## config.mk

```make
export PLATFORM = sky130hd
export DESIGN_NAME = seven_seg_scan_ctrl
export DESIGN_NICKNAME = d
export VERILOG_FILES = /design/src/rtl/seven_seg_scan_ctrl.sv
export SDC_FILE = /design/constraint.sdc
export NUM_CORES = 1
export LEC_CHECK = 0
export ABC_AREA = 1
export CAP_MARGIN = 30
export CORE_MARGIN = 4
export CORE_UTILIZATION = 45
export CTS_CLUSTER_DIAMETER = 40
export CTS_CLUSTER_SIZE = 20
export DETAILED_ROUTE_END_ITERATION = 7
export PLACE_DENSITY = 0.72
export SLEW_MARGIN = 20
export SYNTH_ARGS = -nofsm -noshare
export SYNTH_HDL_FRONTEND = slang
export SYNTH_SLANG_ARGS = --single-unit
export TNS_END_PERCENT = 1
```

## constraint.sdc

```tcl
create_clock -name clk -period 2 [get_ports clk]
set_input_delay 0.4 -clock clk [delete_from_list [all_inputs] [get_ports clk]]
set_output_delay 0.4 -clock clk [all_outputs]
set_load 0.01 [all_outputs]
```

## src/rtl/seven_seg_scan_ctrl.sv

```systemverilog
// Multiplexed 7-segment scan controller: walks a one-hot digit enable and drives the matching BCD code.
// New digit values are staged and committed only at frame wraps (or while dark) so the display never tears.
module seven_seg_scan_ctrl #(
  parameter int         NUM_DIGITS  = 4,
  parameter int         REFRESH_DIV = 1000,
  parameter logic [3:0] BLANK_CODE  = 4'hF
) (
  input  logic                    clk,
  input  logic                    rst_n,
  input  logic                    enable,
  input  logic                    load,
  input  logic [4*NUM_DIGITS-1:0] bcd_in,
  input  logic                    blank_lz,
  output logic [3:0]              bcd_out,
  output logic [NUM_DIGITS-1:0]   digit_en,
  output logic                    frame_done,
  output logic                    pending
);

  localparam int PW = (REFRESH_DIV > 1) ? $clog2(REFRESH_DIV) : 1;
  localparam int IW = (NUM_DIGITS > 1) ? $clog2(NUM_DIGITS) : 1;
  localparam logic [PW-1:0] PS_LAST  = PW'(REFRESH_DIV - 1);
  localparam logic [IW-1:0] IDX_LAST = IW'(NUM_DIGITS - 1);

  logic [PW-1:0]           prescaler;
  logic [IW-1:0]           idx;
  logic                    run;
  logic [4*NUM_DIGITS-1:0] staging;
  logic [4*NUM_DIGITS-1:0] display;

  logic                    slot_end;
  logic                    frame_wrap;
  logic                    commit;
  logic                    new_slot;
  logic [IW-1:0]           idx_next;
  logic [4*NUM_DIGITS-1:0] display_next;
  logic [NUM_DIGITS-1:0]   blank_mask;
  logic                    zero_above;
  logic [3:0]              next_code;

  // run marks that a slot is already lit; the first enabled edge only lights digit 0
  always_comb begin
    slot_end     = run && (prescaler == PS_LAST);
    frame_wrap   = slot_end && (idx == IDX_LAST);
    commit       = pending && (!enable || frame_wrap);
    new_slot     = enable && (!run || slot_end);
    display_next = commit ? staging : display;
    idx_next     = idx;
    if (!enable || !run || frame_wrap) begin
      idx_next = '0;
    end else if (slot_end) begin
      idx_next = idx + 1'b1;
    end
  end

  // a digit is blanked when it and every more-significant digit are zero
  always_comb begin
    zero_above = 1'b1;
    blank_mask = '0;
    for (int k = NUM_DIGITS - 1; k >= 0; k--) begin
      zero_above    = zero_above && (display_next[4*k +: 4] == 4'h0);
      blank_mask[k] = blank_lz && zero_above && (k > 0);
    end
    next_code = blank_mask[idx_next] ? BLANK_CODE : display_next[{idx_next, 2'b00} +: 4];
  end

  always_ff @(posedge clk or negedge rst_n) begin
    if (!rst_n) begin
      prescaler  <= '0;
      idx        <= '0;
      run        <= 1'b0;
      staging    <= {NUM_DIGITS{BLANK_CODE}};
      display    <= {NUM_DIGITS{BLANK_CODE}};
      pending    <= 1'b0;
      frame_done <= 1'b0;
      bcd_out    <= BLANK_CODE;
      digit_en   <= '0;
    end else begin
      run        <= enable;
      frame_done <= enable && frame_wrap;
      if (commit) begin
        display <= staging;
      end
      // a load in the commit cycle replaces staging after the old value moved to display
      if (load) begin
        staging <= bcd_in;
        pending <= 1'b1;
      end else if (commit) begin
        pending <= 1'b0;
      end
      if (!enable) begin
        prescaler <= '0;
        idx       <= '0;
        digit_en  <= '0;
        bcd_out   <= BLANK_CODE;
      end else if (new_slot) begin
        prescaler <= '0;
        idx       <= idx_next;
        digit_en  <= NUM_DIGITS'(1) << idx_next;
        bcd_out   <= next_code;
      end else begin
        prescaler <= prescaler + 1'b1;
      end
    end
  end

endmodule

```

==> results.toml, run 1 <==
[timing]
slew_headroom_pct = 75.02
setup_tns_ps = -79.08
timing.fmax_ghz = 0.4915
finalSetupViolations = 4
rsz0062_at_grt = "true"
worst_slack_ps = -34.55
post-route-min-period_ps = 2035
final_max_slew_viol_count = 0
finalHoldViolations = 0
worst-slew-pin-transition_ps = 374.3
hold_ws_ps = 56.97
fin_crit_sh_pct = 101.7
fin_skew_ps = 10.64

[grt]
met3_usage_pct = 3.770
grt_pass1_vias = 1844
grt_busiest_layer = "met2"
grt-ovfl-total = 0
grt_usage_pct = 14.49
grt_pass1_wl_um = 8328
grt_max_degree = 56
grt_use_met1_pct = 18.97
met2_usage_pct = 23.76
antenna_found_initial = 0

[clock_tree]
holdBufCountCts = 0
clk_pin_slew_ps = 100
numCtsBuffers = 5
clock_path_buffers = 2
post_cts_buffers = 0
htree_levels = 2
cts_sinks = 55
cts_root_buffer = "clkbuf_8"
clk_latency_ps = 310
tritoncts = "built"

[critical_path]
startpoint = "prescaler[1]"
rrSetupSlack_ps = -30
worst_setup_path_end_kind = "register"
critPathRequiredTime_ps = 2240
rr_startpoint = "prescaler[1]"
crit_fanout = 7
worstRegToRegCells = 13
startpoint_type = "register"
criticalPathCategory = "reg2reg"
crit_arrival_ps = 2280
timing.rr.end = "bcd_out[2]"

[logic_synthesis]
synth.top_cell.area_share_pct = 37.43
synth_ff_type = "dfstp_2"
synth_edf_count = 0
synth_cell_types = 30
syn-instance-count = 267
avgSynthCellArea_um2 = 9.466
ys_top_cells_by_count = "nand2_1, dfstp_2, inv_1, nor2_1, dfrtp_1"
yosysWarnings = 0
synth-seq-area-share_pct = 56.24
synth.largest_area_cell = "dfstp_2"
synth_fp_nets = 290
synth.area.top_cells = "dfstp_2, dfrtp_1, nand2_1"
async_reset_ff_share_pct = 100.0
ys_ff_latch = 55
synth_most_common_cell = "nand2_1"
syn_area_mm2 = 0.002527

[routing]
drc = 0
drt-pass1-iter-count = 4
wl_per_cell_um = 12.91
totalWireLength_um = 4970
drt_iter0_markers = 75
viasPerCell = 4.792
vias = 1845
ant_nets = 0

[worst_hold_path]
min_path_type = "in2async"

[job]
drv_cap = 0

[floorplan]
die_x_um = 82.95
rows = 27
start_util_pct = 46.18
die-area_mm2 = 0.006880
num_io_pins = 31
core_mm2 = 0.005473
die_h_um = 82.95

[cells_and_area]
nNetsFinal = 335
syn_to_final_growth_pct = 25.45
final_util_pct = 57.93
drive_gt1_share_pct = 34.82
antennaDiodeCount = 0
fillers = 486

[pwr]
finalPower_w = 0.002262
power.density_mw_per_mm2 = 713.3
irDropWorstVdd_v = 0.0003376
total_leakage_power_nw = 1.389

[place]
hpwl_um = 3446
gp_congestion = 0.8631
place.port_buffers = 30

[status]
failed_checks = "setup timing"
outcome = "complete, but fails checks"
-- final cells by class --
cell class / count / area, um^2 / share of cell area [%]
clock buffer: 5 / 68.82 / 2.170
clock inverter: 3 / 15.01 / 0.4736
inverter: 29 / 108.9 / 3.433
multi-input combinational: 177 / 1052 / 33.19
sequential: 55 / 1423 / 44.87
tap: 72 / 90.09 / 2.841
timing repair buffer: 44 / 412.9 / 13.02
-- metal layers --
metal	routed length [um]	part of all wire, %
met1	2262	46
met2	2479	50
met3	215	4.3
met4	12	0.24
met5	0	0
-- sequential cells by signal, summed over array words and instances, names as in the netlist --
name	cells
run	1
bcd_out	4
idx	2
frame_done	1
digit_en	4
display	16
staging	16
prescaler	10
pending	1
-- worst max path at each step --
stage,end,slack (ps),cells after the start
2_1_floorplan,bcd_out[0],90,12
3_3_place_gp,bcd_out[3],-50,10
3_5_place_dp,bcd_out[2],-90,10
4_1_cts,bcd_out[2],7,12
5_1_grt,bcd_out[3],-180,13
6_report,bcd_out[2],-30,13
-- cells by family (layout without fill, tap and decap cells) --
| kind of cell | after synthesis | after routing | synth area share [%] |
|---|---|---|---|
| muxes | 9 | 9 | 4.010 |
| DFF | 55 | 55 | 56.24 |
| buffers and inverters | 37 | 81 | 5.940 |
| AOI/OAI and AO/OA | 35 | 35 | 7.822 |
| and+or+nand+nor | 128 | 130 | 24.65 |
| adders and majority gates | 2 | 2 | 0.9899 |
| xor gates and xnor gates | 1 | 1 | 0.3466 |
-- cells in the final DEF, fill, tap and decap left out, drive strengths merged, types with 2 or more instances in the layout --
cell type,n
buf,15
clkdlybuf4s50,29
clkbuf,5
ha,2
mux2,9
o21ai,22
nand3,21
clkinv,3
a21oi,10
inv,29
nor3,5
dfrtp,19
nor2,29
dfstp,36
nand2,71
-- worst max-delay path, cell delays in order (launching register included) --
cell and delay, ps:
dfrtp_1 370, ha_2 200, nand2_2 90, nor2_4 160
nand4_4 140, nand2_8 160, nand2_8 80, nand2_1 70
o21ai_1 110, nor2_1 110, nand2_1 70, nand2_1 70
nand3_2 140, a21oi_2 180
-- per-stage QoR --
stage	cells	setup slack (ps)	cell area [um^2]
after floorplan	267	87.91	2527
after global placement	375	-47.45	2989
after detailed placement	375	-85.67	2989
after CTS	383	6.728	3100
after global routing	385	-178.8	3171
final	385	-34.55	3171
-- power breakdown --
part	switching, W	total [W]	internal (W)	leakage (nW)
Combinational	0.000188	0.000344	0.000156	0.707
Clock	0.000357	0.000597	0.000241	0.0477
Sequential	0.0000466	0.00132	0.00127	0.634
-- repair_timing --
item,in CTS,in global routing
cloned,0,2
pin swaps,0,4
endpoints found under the setup margin,4,13
gates resized for setup,7,11
Note: power is estimated with default switching activity, not from simulation.
==> run 2, diff against run 1 <==
- CTS_CLUSTER_SIZE: 20 -> unset
==> results of run 2 <==
The final DEF is identical to that of run 1; final timing and power are the same.
==> run 3, diff against run 2 <==
- CORE_MARGIN: 4 -> 2
- CORE_UTILIZATION: 45 -> 52
- CTS_BUF_LIST: unset -> sky130_fd_sc_hd__clkbuf_4
- PLACE_DENSITY: 0.72 -> 0.81
==> run 3 against run 2 <==
  * The run still ends with setup timing left
  * Register-to-register slack about the same
  * Via count up 5.9%
  * Flip-flop and latch count unchanged
  * Final cell count down 2.9%
  * First-iteration DRC count up 33%
  * Total power down 4.1%
  * Routed wire length up 5.6%
  * Maximum frequency about the same
  * Non-clock buffer count up 7
  * Hold slack better by 200 ps
  * Largest cell class unchanged
  * Largest power group unchanged
  * Highest routed layer unchanged
==> results.toml, run 3 (synthesis gave the netlist of run 1 again) <==
[status]
outcome = "complete, but fails checks"
failed_checks = "setup timing"

[grt]
grt-ovfl-total = 0
grt_pass1_vias = 1748
grt_pass1_wl_um = 7962
antenna_found_initial = 0
grt_max_degree = 26
grt_usage_pct = 18.90

[floorplan]
die-area_mm2 = 0.005434
num_io_pins = 31
start_util_pct = 53.87
die_x_um = 73.72
core_mm2 = 0.004692
rows = 25
die_h_um = 73.72

[timing]
slew_headroom_pct = 70.85
fin_crit_sh_pct = 101.7
fin_skew_ps = 7.292
post-route-min-period_ps = 2034
worst_slack_ps = -33.61
finalHoldViolations = 0
finalSetupViolations = 3
worst-slew-pin-transition_ps = 437.2
rsz0062_at_grt = "true"
final_max_slew_viol_count = 0
timing.fmax_ghz = 0.4917

[routing]
drt_iter0_markers = 100
viasPerCell = 5.222
ant_nets = 0
drt-pass1-iter-count = 4
drc = 0
vias = 1953
wl_per_cell_um = 14.03
totalWireLength_um = 5246

[place]
placedCellCount = 362
hpwl_um = 3504
place.port_buffers = 30
gp_congestion = 0.8495

[clock_tree]
clk_pin_slew_ps = 150
tritoncts = "built"
htree_levels = 2
clk_latency_ps = 370
clock_path_buffers = 2
cts_sinks = 55
cts_root_buffer = "clkbuf_4"
numCtsBuffers = 5

[cells_and_area]
final-instance-count-excl-fill = 374
reg.largest.list = "display x16, staging x16, prescaler x10"
fillers = 361
drive_gt1_share_pct = 39.69
syn_to_final_growth_pct = 27.38
mostFrequentLayoutCells = "nand2_1, dfstp_2, clkdlybuf4s50_1, inv_1, buf_4"
nNetsFinal = 342
final_common_cell = "nand2_1"
antennaDiodeCount = 0
final_util_pct = 68.61

[pwr]
total_leakage_power_nw = 1.417
power.density_mw_per_mm2 = 673.9
irDropWorstVdd_v = 0.0004053

[critical_path]
critPathRequiredTime_ps = 2310
worstRegToRegCells = 12
crit_arrival_ps = 2340
criticalPathCategory = "reg2reg"
crit_fanout = 6
rr_startpoint = "prescaler[1]"
worst_setup_path_end_kind = "register"
startpoint_type = "register"
timing.rr.end = "bcd_out[1]"
rrSetupSlack_ps = -30

[worst_hold_path]
min_path_type = "in2async"

[job]
drv_cap = 0
-- run 3: cell type report --
class	instances	area, um^2	area share, %
multi-input cells	177	1084	33.66
flip-flops and latches	55	1423	44.19
well taps	54	67.56	2.099
clock inverters	2	7.507	0.2332
inverters	29	112.6	3.498
clock buffers	6	45.04	1.399
repair buffers	51	480.5	14.92
-- run 3: power by group --
part / internal, W / total [W] / switching (W)
sequential: 0.00127 / 0.00132 / 0.0000471
combinational: 0.000174 / 0.000380 / 0.000206
clock: 0.000145 / 0.000468 / 0.000323
-- run 3: through the flow --
step	hold slack (ps)	area, um^2	power, W	setup WS, ps	setup TNS, ps
final	257.4	3219	0.002170	-33.61	-68.20
after CTS	276.2	3098	0.002144	0.9666	0
after floorplan	104.4	2527	0.001512	87.91	0
after global routing	298.5	3219	0.002275	-166.8	-624.7
after global placement	463.7	3017	0.001660	-17.65	-30.65
after detailed placement	480.3	3017	0.001674	-85.73	-227.7
-- run 3: timing repair --
item,4_1_cts,5_1_grt
gates resized for setup,7,27
hold buffers,0,0
setup buffers,0,2
endpoints found under the setup margin,4,13
pin swaps,1,17
gates cloned,0,2
-- run 3: how the worst max path moves through the flow --
stage	start	end	slack, ps
final	prescaler[1]	bcd_out[1]	-30
after global placement	enable	bcd_out[2]	-20
after global routing	prescaler[1]	bcd_out[3]	-170
after CTS	prescaler[0]	bcd_out[0]	1
after detailed placement	enable	bcd_out[0]	-90
after floorplan	prescaler[0]	bcd_out[0]	90
-- run 3: worst max-delay path, cell delays in order (launching register included) --
cell and delay (ps):
dfrtp_1 390, ha_2 190, nand2_2 80, nor2_4 160, nand3_2 110, or2_1 270
nand2_2 110, nand2_4 100, nor2_4 170, nand2_1 90, nand3_1 110, nor2_1 60
a21oi_1 130
-- run 3: metal layers --
metal	vias up	track usage [%]	routed length, um	part of all wire [%]
li1	962	-	-	-
met5	-	0	0	0
met1	934	26.84	2292	44
met3	5	4.115	203	3.9
met2	52	29.86	2693	51
met4	0	4.242	57	1.1
